### src/rtl/eth_pkg.sv
// eth_pkg: shared state encoding, status codes and protocol constants
// for the Ethernet II receive parser.
package eth_pkg;

    typedef enum logic [2:0] {
        ST_IDLE = 3'd0,
        ST_PRE  = 3'd1,
        ST_HDR  = 3'd2,
        ST_DATA = 3'd3,
        ST_END  = 3'd4,
        ST_DROP = 3'd5
    } rx_state_e;

    localparam logic [2:0] CODE_OK       = 3'd0;
    localparam logic [2:0] CODE_RUNT     = 3'd1;
    localparam logic [2:0] CODE_TOO_LONG = 3'd2;
    localparam logic [2:0] CODE_PHY_ERR  = 3'd3;
    localparam logic [2:0] CODE_FCS_ERR  = 3'd4;

    localparam int ETH_HDR_LEN   = 14;
    localparam int ETH_MAC_LEN   = 6;
    localparam int ETH_FCS_LEN   = 4;
    localparam int ETH_DLY_DEPTH = ETH_FCS_LEN + 1;

    localparam logic [7:0]  ETH_PREAMBLE  = 8'h55;
    localparam logic [7:0]  ETH_SFD       = 8'hD5;
    localparam logic [31:0] CRC32_POLY_R  = 32'hEDB8_8320;
    localparam logic [31:0] CRC32_INIT    = 32'hFFFF_FFFF;
    localparam logic [31:0] CRC32_RESIDUE = 32'hDEBB_20E3;
    localparam logic [47:0] ETH_BCAST_MAC = 48'hFFFF_FFFF_FFFF;

endpackage

### src/rtl/eth_crc32_byte.sv
// eth_crc32_byte: combinational reflected CRC-32 update for one byte,
// LSB of the byte first.
module eth_crc32_byte
    import eth_pkg::*;
(
    input  logic [31:0] crc_i,
    input  logic [7:0]  data_i,
    output logic [31:0] crc_o
);

    logic [31:0] c;

    always_comb begin
        c = crc_i ^ {24'h0, data_i};
        for (int i = 0; i < 8; i++) begin
            c = c[0] ? ((c >> 1) ^ CRC32_POLY_R) : (c >> 1);
        end
        crc_o = c;
    end

endmodule

### src/rtl/eth_rx_frame_parser.sv
// eth_rx_frame_parser: Ethernet II RX parser (preamble strip, dest filter,
// FCS strip, status + stats). Define ETH_RX_FCS_CHECK_EN to add CRC-32 check.
module eth_rx_frame_parser
    import eth_pkg::*;
#(
    parameter logic [47:0] LOCAL_MAC     = 48'h0200_0000_0001,
    parameter bit          ACCEPT_BCAST  = 1'b1,
    parameter int          MIN_FRAME_LEN = 64,
    parameter int          MAX_FRAME_LEN = 1518,
    parameter int          CNT_W         = 16
) (
    input  logic             clk,
    input  logic             rst,
    input  logic [7:0]       rx_data_i,
    input  logic             rx_dv_i,
    input  logic             rx_err_i,
    input  logic             rx_enable_i,
    input  logic             promisc_en_i,
    output logic [7:0]       out_data_o,
    output logic             out_valid_o,
    output logic             out_last_o,
    output logic             status_valid_o,
    output logic [2:0]       status_code_o,
    output logic [10:0]      frame_len_o,
    output logic [47:0]      dest_mac_o,
    output logic [47:0]      src_mac_o,
    output logic [15:0]      eth_type_o,
    output logic [CNT_W-1:0] cnt_good_o,
    output logic [CNT_W-1:0] cnt_bad_o,
    output logic [CNT_W-1:0] cnt_filt_o
);

    localparam logic [10:0] MIN_L     = 11'(MIN_FRAME_LEN);
    localparam logic [10:0] MAX_L     = 11'(MAX_FRAME_LEN);
    localparam logic [10:0] LEN_SAT   = 11'h7FF;
    localparam logic [10:0] LEN_DEST  = 11'(ETH_MAC_LEN - 1);
    localparam logic [10:0] LEN_HDR   = 11'(ETH_HDR_LEN - 1);
    localparam logic [2:0]  DLY_FULL  = 3'(ETH_DLY_DEPTH);
    localparam logic [CNT_W-1:0] CNT_MAX = {CNT_W{1'b1}};
    localparam logic [CNT_W-1:0] CNT_ONE = CNT_W'(1);

    rx_state_e state_q, state_d;

    logic [10:0]     len_q;
    logic [10:0]     len_inc;
    logic [111:0]    hdr_q;
    logic [4:0][7:0] dl_q;
    logic [2:0]      cnt_q;
    logic            err_q;
    logic            long_q;
    logic            fcs_bad;

    logic [47:0] dest_now;
    logic        start_ok;
    logic        filt_pass;

    logic        emit, emit_last, st_valid;
    logic [7:0]  emit_data;
    logic [2:0]  code_now;
    logic        good_inc, bad_inc, filt_inc;

    logic [7:0]       out_data_q;
    logic             out_valid_q, out_last_q, status_valid_q;
    logic [2:0]       status_code_q;
    logic [10:0]      frame_len_q;
    logic [47:0]      dest_mac_q, src_mac_q;
    logic [15:0]      eth_type_q;
    logic [CNT_W-1:0] cnt_good_q, cnt_bad_q, cnt_filt_q;

    assign len_inc   = (len_q == LEN_SAT) ? len_q : len_q + 11'd1;
    assign dest_now  = {hdr_q[39:0], rx_data_i};
    assign start_ok  = rx_dv_i && rx_enable_i && (rx_data_i == ETH_PREAMBLE);
    assign filt_pass = (dest_now == LOCAL_MAC)
                     || (ACCEPT_BCAST && (dest_now == ETH_BCAST_MAC))
                     || promisc_en_i;

`ifdef ETH_RX_FCS_CHECK_EN
    logic [31:0] crc_q, crc_nx;

    eth_crc32_byte u_crc (
        .crc_i  (crc_q),
        .data_i (rx_data_i),
        .crc_o  (crc_nx)
    );

    assign fcs_bad = (crc_q != CRC32_RESIDUE);

    always_ff @(posedge clk) begin
        if (rst) begin
            crc_q <= CRC32_INIT;
        end else if (state_q == ST_PRE) begin
            crc_q <= CRC32_INIT;
        end else if (rx_dv_i && (state_q == ST_HDR || state_q == ST_DATA)) begin
            crc_q <= crc_nx;
        end
    end
`else
    assign fcs_bad = 1'b0;
`endif

    always_ff @(posedge clk) begin
        if (rst) state_q <= ST_IDLE;
        else     state_q <= state_d;
    end

    always_comb begin
        state_d = state_q;
        case (state_q)
            ST_IDLE: begin
                if (rx_dv_i) state_d = start_ok ? ST_PRE : ST_DROP;
            end
            ST_PRE: begin
                if (!rx_dv_i)                       state_d = ST_DROP;
                else if (rx_data_i == ETH_SFD)      state_d = ST_HDR;
                else if (rx_data_i != ETH_PREAMBLE) state_d = ST_DROP;
            end
            ST_HDR: begin
                if (!rx_dv_i)                            state_d = ST_END;
                else if (len_q == LEN_DEST && !filt_pass) state_d = ST_DROP;
                else if (len_q == LEN_HDR)                state_d = ST_DATA;
            end
            ST_DATA: begin
                if (!rx_dv_i) state_d = ST_END;
            end
            ST_END: begin
                // a new preamble may already start during the END cycle
                if (start_ok)     state_d = ST_PRE;
                else if (rx_dv_i) state_d = ST_DROP;
                else              state_d = ST_IDLE;
            end
            ST_DROP: begin
                if (!rx_dv_i) state_d = ST_IDLE;
            end
            default: state_d = ST_IDLE;
        endcase
    end

    always_comb begin
        if (err_q)                                 code_now = CODE_PHY_ERR;
        else if (long_q)                           code_now = CODE_TOO_LONG;
        else if (len_q < MIN_L || cnt_q != DLY_FULL) code_now = CODE_RUNT;
        else if (fcs_bad)                          code_now = CODE_FCS_ERR;
        else                                       code_now = CODE_OK;
    end

    always_comb begin
        emit      = 1'b0;
        emit_last = 1'b0;
        emit_data = 8'h00;
        st_valid  = 1'b0;
        good_inc  = 1'b0;
        bad_inc   = 1'b0;
        filt_inc  = 1'b0;
        case (state_q)
            ST_PRE: begin
                bad_inc = !rx_dv_i
                        || (rx_data_i != ETH_SFD && rx_data_i != ETH_PREAMBLE);
            end
            ST_HDR: begin
                filt_inc = rx_dv_i && (len_q == LEN_DEST) && !filt_pass;
            end
            ST_DATA: begin
                if (rx_dv_i && cnt_q == DLY_FULL && !long_q && len_inc <= MAX_L) begin
                    emit      = 1'b1;
                    emit_data = dl_q[4];
                end
            end
            ST_END: begin
                emit      = 1'b1;
                emit_last = 1'b1;
                st_valid  = 1'b1;
                emit_data = (cnt_q == DLY_FULL && !long_q) ? dl_q[4] : 8'h00;
                good_inc  = (code_now == CODE_OK);
                bad_inc   = (code_now != CODE_OK);
            end
            default: ;
        endcase
    end

    always_ff @(posedge clk) begin
        if (rst) begin
            len_q  <= '0;
            hdr_q  <= '0;
            dl_q   <= '0;
            cnt_q  <= '0;
            err_q  <= 1'b0;
            long_q <= 1'b0;
        end else begin
            case (state_q)
                ST_PRE: begin
                    if (rx_dv_i && rx_data_i == ETH_SFD) begin
                        len_q  <= '0;
                        cnt_q  <= '0;
                        long_q <= 1'b0;
                        err_q  <= rx_err_i;
                    end
                end
                ST_HDR: begin
                    if (rx_dv_i) begin
                        hdr_q <= {hdr_q[103:0], rx_data_i};
                        len_q <= len_inc;
                        err_q <= err_q | rx_err_i;
                    end
                end
                ST_DATA: begin
                    if (rx_dv_i) begin
                        dl_q   <= {dl_q[3:0], rx_data_i};
                        cnt_q  <= (cnt_q == DLY_FULL) ? cnt_q : cnt_q + 3'd1;
                        len_q  <= len_inc;
                        long_q <= long_q | (len_inc > MAX_L);
                        err_q  <= err_q | rx_err_i;
                    end
                end
                default: ;
            endcase
        end
    end

    always_ff @(posedge clk) begin
        if (rst) begin
            out_data_q     <= '0;
            out_valid_q    <= 1'b0;
            out_last_q     <= 1'b0;
            status_valid_q <= 1'b0;
            status_code_q  <= '0;
            frame_len_q    <= '0;
            dest_mac_q     <= '0;
            src_mac_q      <= '0;
            eth_type_q     <= '0;
            cnt_good_q     <= '0;
            cnt_bad_q      <= '0;
            cnt_filt_q     <= '0;
        end else begin
            out_data_q     <= emit_data;
            out_valid_q    <= emit;
            out_last_q     <= emit_last;
            status_valid_q <= st_valid;
            if (st_valid) begin
                status_code_q <= code_now;
                frame_len_q   <= len_q;
                dest_mac_q    <= hdr_q[111:64];
                src_mac_q     <= hdr_q[63:16];
                eth_type_q    <= hdr_q[15:0];
            end
            if (good_inc && cnt_good_q != CNT_MAX) cnt_good_q <= cnt_good_q + CNT_ONE;
            if (bad_inc && cnt_bad_q != CNT_MAX)   cnt_bad_q  <= cnt_bad_q + CNT_ONE;
            if (filt_inc && cnt_filt_q != CNT_MAX) cnt_filt_q <= cnt_filt_q + CNT_ONE;
        end
    end

    assign out_data_o     = out_data_q;
    assign out_valid_o    = out_valid_q;
    assign out_last_o     = out_last_q;
    assign status_valid_o = status_valid_q;
    assign status_code_o  = status_code_q;
    assign frame_len_o    = frame_len_q;
    assign dest_mac_o     = dest_mac_q;
    assign src_mac_o      = src_mac_q;
    assign eth_type_o     = eth_type_q;
    assign cnt_good_o     = cnt_good_q;
    assign cnt_bad_o      = cnt_bad_q;
    assign cnt_filt_o     = cnt_filt_q;

endmodule

### config.mk
export PLATFORM = sky130hd
export DESIGN_NAME = eth_rx_frame_parser
export DESIGN_NICKNAME = d
export VERILOG_FILES = /design/src/rtl/eth_pkg.sv /design/src/rtl/eth_crc32_byte.sv /design/src/rtl/eth_rx_frame_parser.sv
export SDC_FILE = /design/constraint.sdc
export NUM_CORES = 1
export LEC_CHECK = 0
export BUFFER_PORTS_ARGS = -buffer_cell sky130_fd_sc_hd__buf_2
export CORE_MARGIN = 3
export CORE_UTILIZATION = 60
export CTS_CLUSTER_DIAMETER = 200
export DETAILED_ROUTE_END_ITERATION = 6
export PLACE_DENSITY = 0.83
export SETUP_SLACK_MARGIN = 0.02
export SLEW_MARGIN = 5
export SYNTH_ARGS = -nofsm -noshare
export SYNTH_HDL_FRONTEND = slang
export SYNTH_SLANG_ARGS = --single-unit
### constraint.sdc
create_clock -name clk -period 4.6 [get_ports clk]
set_clock_uncertainty 0.2 [all_clocks]
set_input_delay 1.15 -clock clk [delete_from_list [all_inputs] [get_ports clk]]
set_output_delay 1.15 -clock clk [all_outputs]
set_load 0.05 [all_outputs]
==> parameters.txt <==
Parameter                              Value

Setup path
  Category of the worst setup path launch point ... flop
  Arrival @ worst endpoint ... around 3.7 ns
  Critical Path Slowest Stage Cell ... dfxtp_1
  Series of cell instances along the critical path ... and3b_1, nand2_4, a41oi_1, nand4_1, or3_1, a21oi_1
  Required time worst endpoint ... a little under 5 ns
  Buffers plus inverters on the worst setup path ... 0
  Category of the critical setup timing path ... flop to flop
  Maximum single-stage delay on the critical path ... 0.84 ns
  Critical Path Fanout Max ... 42
  Sort of element at the end of the critical path ... flop
  Kind of cell adding the most delay to the critical path ... simple AND/OR/NAND/NOR gates

Clocking
  Clk Latency, worst-skew pair ... slightly above 0.5 ns
  CTS HTree Levels ... 2
  Clock sinks ... 354
  Post-CTS Setup Inserts ... 0
  TritonCTS clock tree ... yes
  Hold Buf Count CTS ... 0
  Library cell used as clock root buffer ... clkbuf_16
  Quantity of gates resized following cts ... 0
  Reg clk slew, reported paths ... about 0.06 ns
  Bufs on Longest Clock Path ... 3
  TritonCTS buffer count ... 38

Layout
  Utilization of the core after routing ... a little under three quarters
  Relative area change from synthesis to final layout ... 16.87%
  Share of post-route cells with drive strength above 1 ... between 15 and 20%
  Filler cell count in the final layout ... 1,750
  Leading cell type in the layout, fill and taps excluded ... nand2_1
  Number of nets in the final layout ... roughly 1,900
  Commonest cells after routing, fill and taps aside ... 586 x nand2_1, 354 x dfxtp_1, 301 x a21oi_1

Logic synthesis
  Most used flip-flop cell after synthesis ... dfxtp_1
  Synthesized area ... 13,550 um^2
  Count of flip-flops with a built-in enable after synthesis ... 0
  Post-synth ARST share ... 0%
  Yosys Warn Count ... 0
  Sequential cell area fraction in the yosys report ... between 50% and 60%
  Post-Syn Area per Cell ... 7.916 um^2
  Number of standard cells after synthesis ... 1,712
  Syn Nets ... 1,733
  Distinct cell type count of the synthesized netlist ... 63
  Number of register bits inferred by synthesis ... 354

GRT
  Met3 track demand over resource ... 4.452%
  Largest net degree at the start of global routing ... between 100 and 150
  Global-route wire length before repair ... roughly 53 mm
  Global Route met1 Usage ... between 30% and 40%
  All-layer global routing usage ... between 20% and 30%
  Met2 track utilization from global routing ... a little over two fifths
  Most congested layer reported by global routing ... met2
  GRT overflow ... 0
  Initial antenna violation count ... 1
  Number of global-route vias before repair ... ~11,000

STA
  Final critical delay including setup and external delays ... roughly 3.4 ns
  Portion of the clock cycle consumed by the worst path in the final layout ... ~74%
  Max Slew Vio Count ... 0
  Setup repair after global routing missed its margin ... false
  Hold Vio Cnt, Final ... 0
  Sum of negative setup slack ... 0 ns
  Relative slew slack ... approximately 33%
  Achievable clock frequency ... approximately 0.29 GHz
  Transition time at the pin with the least slew margin ... 1.010 ns
  Final setup violation count ... 0

Place
  RePlAce Congestion ... around 0.94
  Count of input and output buffers ... 197
  Sum of net half-perimeters after detailed placement ... between 20 and 25 mm

Floorplanning
  Initial standard-cell utilization of the core ... approximately three fifths
  Height of the die ... ~160 um
  Die outline area ... about 24,000 um^2
  Floorplan core area ... 22,030 um^2
  I/O pin total ... ~200
  Number of core rows ... 54
  Horiz. Die Dim ... between 150 and 200 um

Job
  Total of max-cap violations ... 0

Drt
  Iter 0 DRT Violations ... around 1,000
  Via density per instance ... 5.639
  Number of nets with antenna violations after detailed routing ... 0
  DRC violations left ... 0
  Detailed-router iteration count before antenna repair ... 5
  Via count of the routed design ... approximately 12,000
  Average detailed-routed wire length per instance ... around 15 um
  Total wirelength of the detailed-routed design ... approximately 33 mm

Power
  Worst VDD drop ... roughly 350 uV
  Power after layout ... approximately 0.0071 W
  Static Leakage ... 5.798 nW
  Pwr/cell area ... approximately 450 nW/um^2

Worst hold path
  Hold crit path type ... flop to flop

Run status
  Result of the run ... complete, no violations
## metal layers
layer | wire [um] | vias to the layer above | part of all wire, %
met5 | 0 | - | 0
met4 | 615 | 0 | 1.9
met3 | 2136 | 61 | 6.5
met2 | 15390 | 421 | 47
met1 | 14610 | 5656 | 45
li1 | - | 5992 | -
## path summary, 6_finish.rpt
path	from	to	slack (ns)	depth (start not counted)
setup reg to reg	state_q[1]$_SDFFE_PP0P_	cnt_filt_o[10]$_SDFFE_PP0P_	1.17	6
setup / recovery	state_q[1]$_SDFFE_PP0P_	cnt_filt_o[10]$_SDFFE_PP0P_	1.17	6
hold reg to reg	dl_q[31]$_SDFFE_PP0P_	dl_q[39]$_SDFFE_PP0P_	0.25	2
hold / removal	dl_q[31]$_SDFFE_PP0P_	dl_q[39]$_SDFFE_PP0P_	0.25	2
## area by class of cell
type / instances / area [um^2] / area share, %
Sequential cell: 354 / 7087 / 44.74
Multi-Input combinational cell: 1228 / 5924 / 37.40
Antenna cell: 1 / 2.502 / 0.01580
Timing Repair Buffer: 209 / 1099 / 6.936
Tap cell: 280 / 350.3 / 2.212
Clock buffer: 51 / 1091 / 6.888
Clock inverter: 17 / 241.5 / 1.525
Inverter: 11 / 43.79 / 0.2765
## flip-flops by register name, indices dropped and copies added (netlist names), 8 cells and up
register / cells
frame_len_o: 11
len_q: 11
cnt_filt_o: 16
out_data_o: 8
cnt_bad_o: 16
eth_type_o: 16
src_mac_o: 48
cnt_good_o: 16
dest_mac_o: 48
dl_q: 40
hdr_q: 112
## cell usage after synthesis, drive strengths merged (13+ instances only)
library cell,number,area [um^2]
xor2,18,157.7
a21oi,301,1506
and3,13,83.83
or3,16,105.1
nand4,34,212.7
nor2,67,251.5
o21ai,28,140.1
dfxtp,354,7087
nand2,587,2203
nor4,22,137.6
clkbuf,104,420.4
buf,14,80.07
nand3,31,155.2
## tightest hold or removal path, cell delays in order (launching register included)
cell and delay (ns):
dfxtp_1 0.31, nand2_1 0.05, a21oi_1 0.05
## power by group
group          switching (W)  leakage (nW)  internal [W]
registers          0.0000728          2.85       0.00310
clock network        0.00120         0.662       0.00200
logic               0.000604          2.28      0.000130
total                0.00188          5.80       0.00523
## kinds of logic after synthesis
logic type | after synthesis | share of synthesized area, %
AOI/OAI and AO/OA | 372 | 14.88
xor gates and xnor gates | 30 | 1.939
adders and majority gates | 7 | 0.6462
buffers and inverters | 130 | 4.256
DFF | 354 | 52.29
muxes | 4 | 0.2954
other | 1 | 0.02767
and+or+nand+nor | 814 | 25.66
## per-stage QoR
step                hold slack [ns]  worst slack [ns]  instance area [um^2]  cells
floorplan                    0.2321             1.358                 13550   1712
global placement             0.2373            0.9641                 14500   2082
detailed placement           0.2430            0.8259                 14500   2082
CTS                          0.2441             1.244                 15840   2150
global route                 0.2610            0.9218                 15840   2151
finish                       0.2488             1.174                 15840   2151
(Power assumes the default switching activity.)
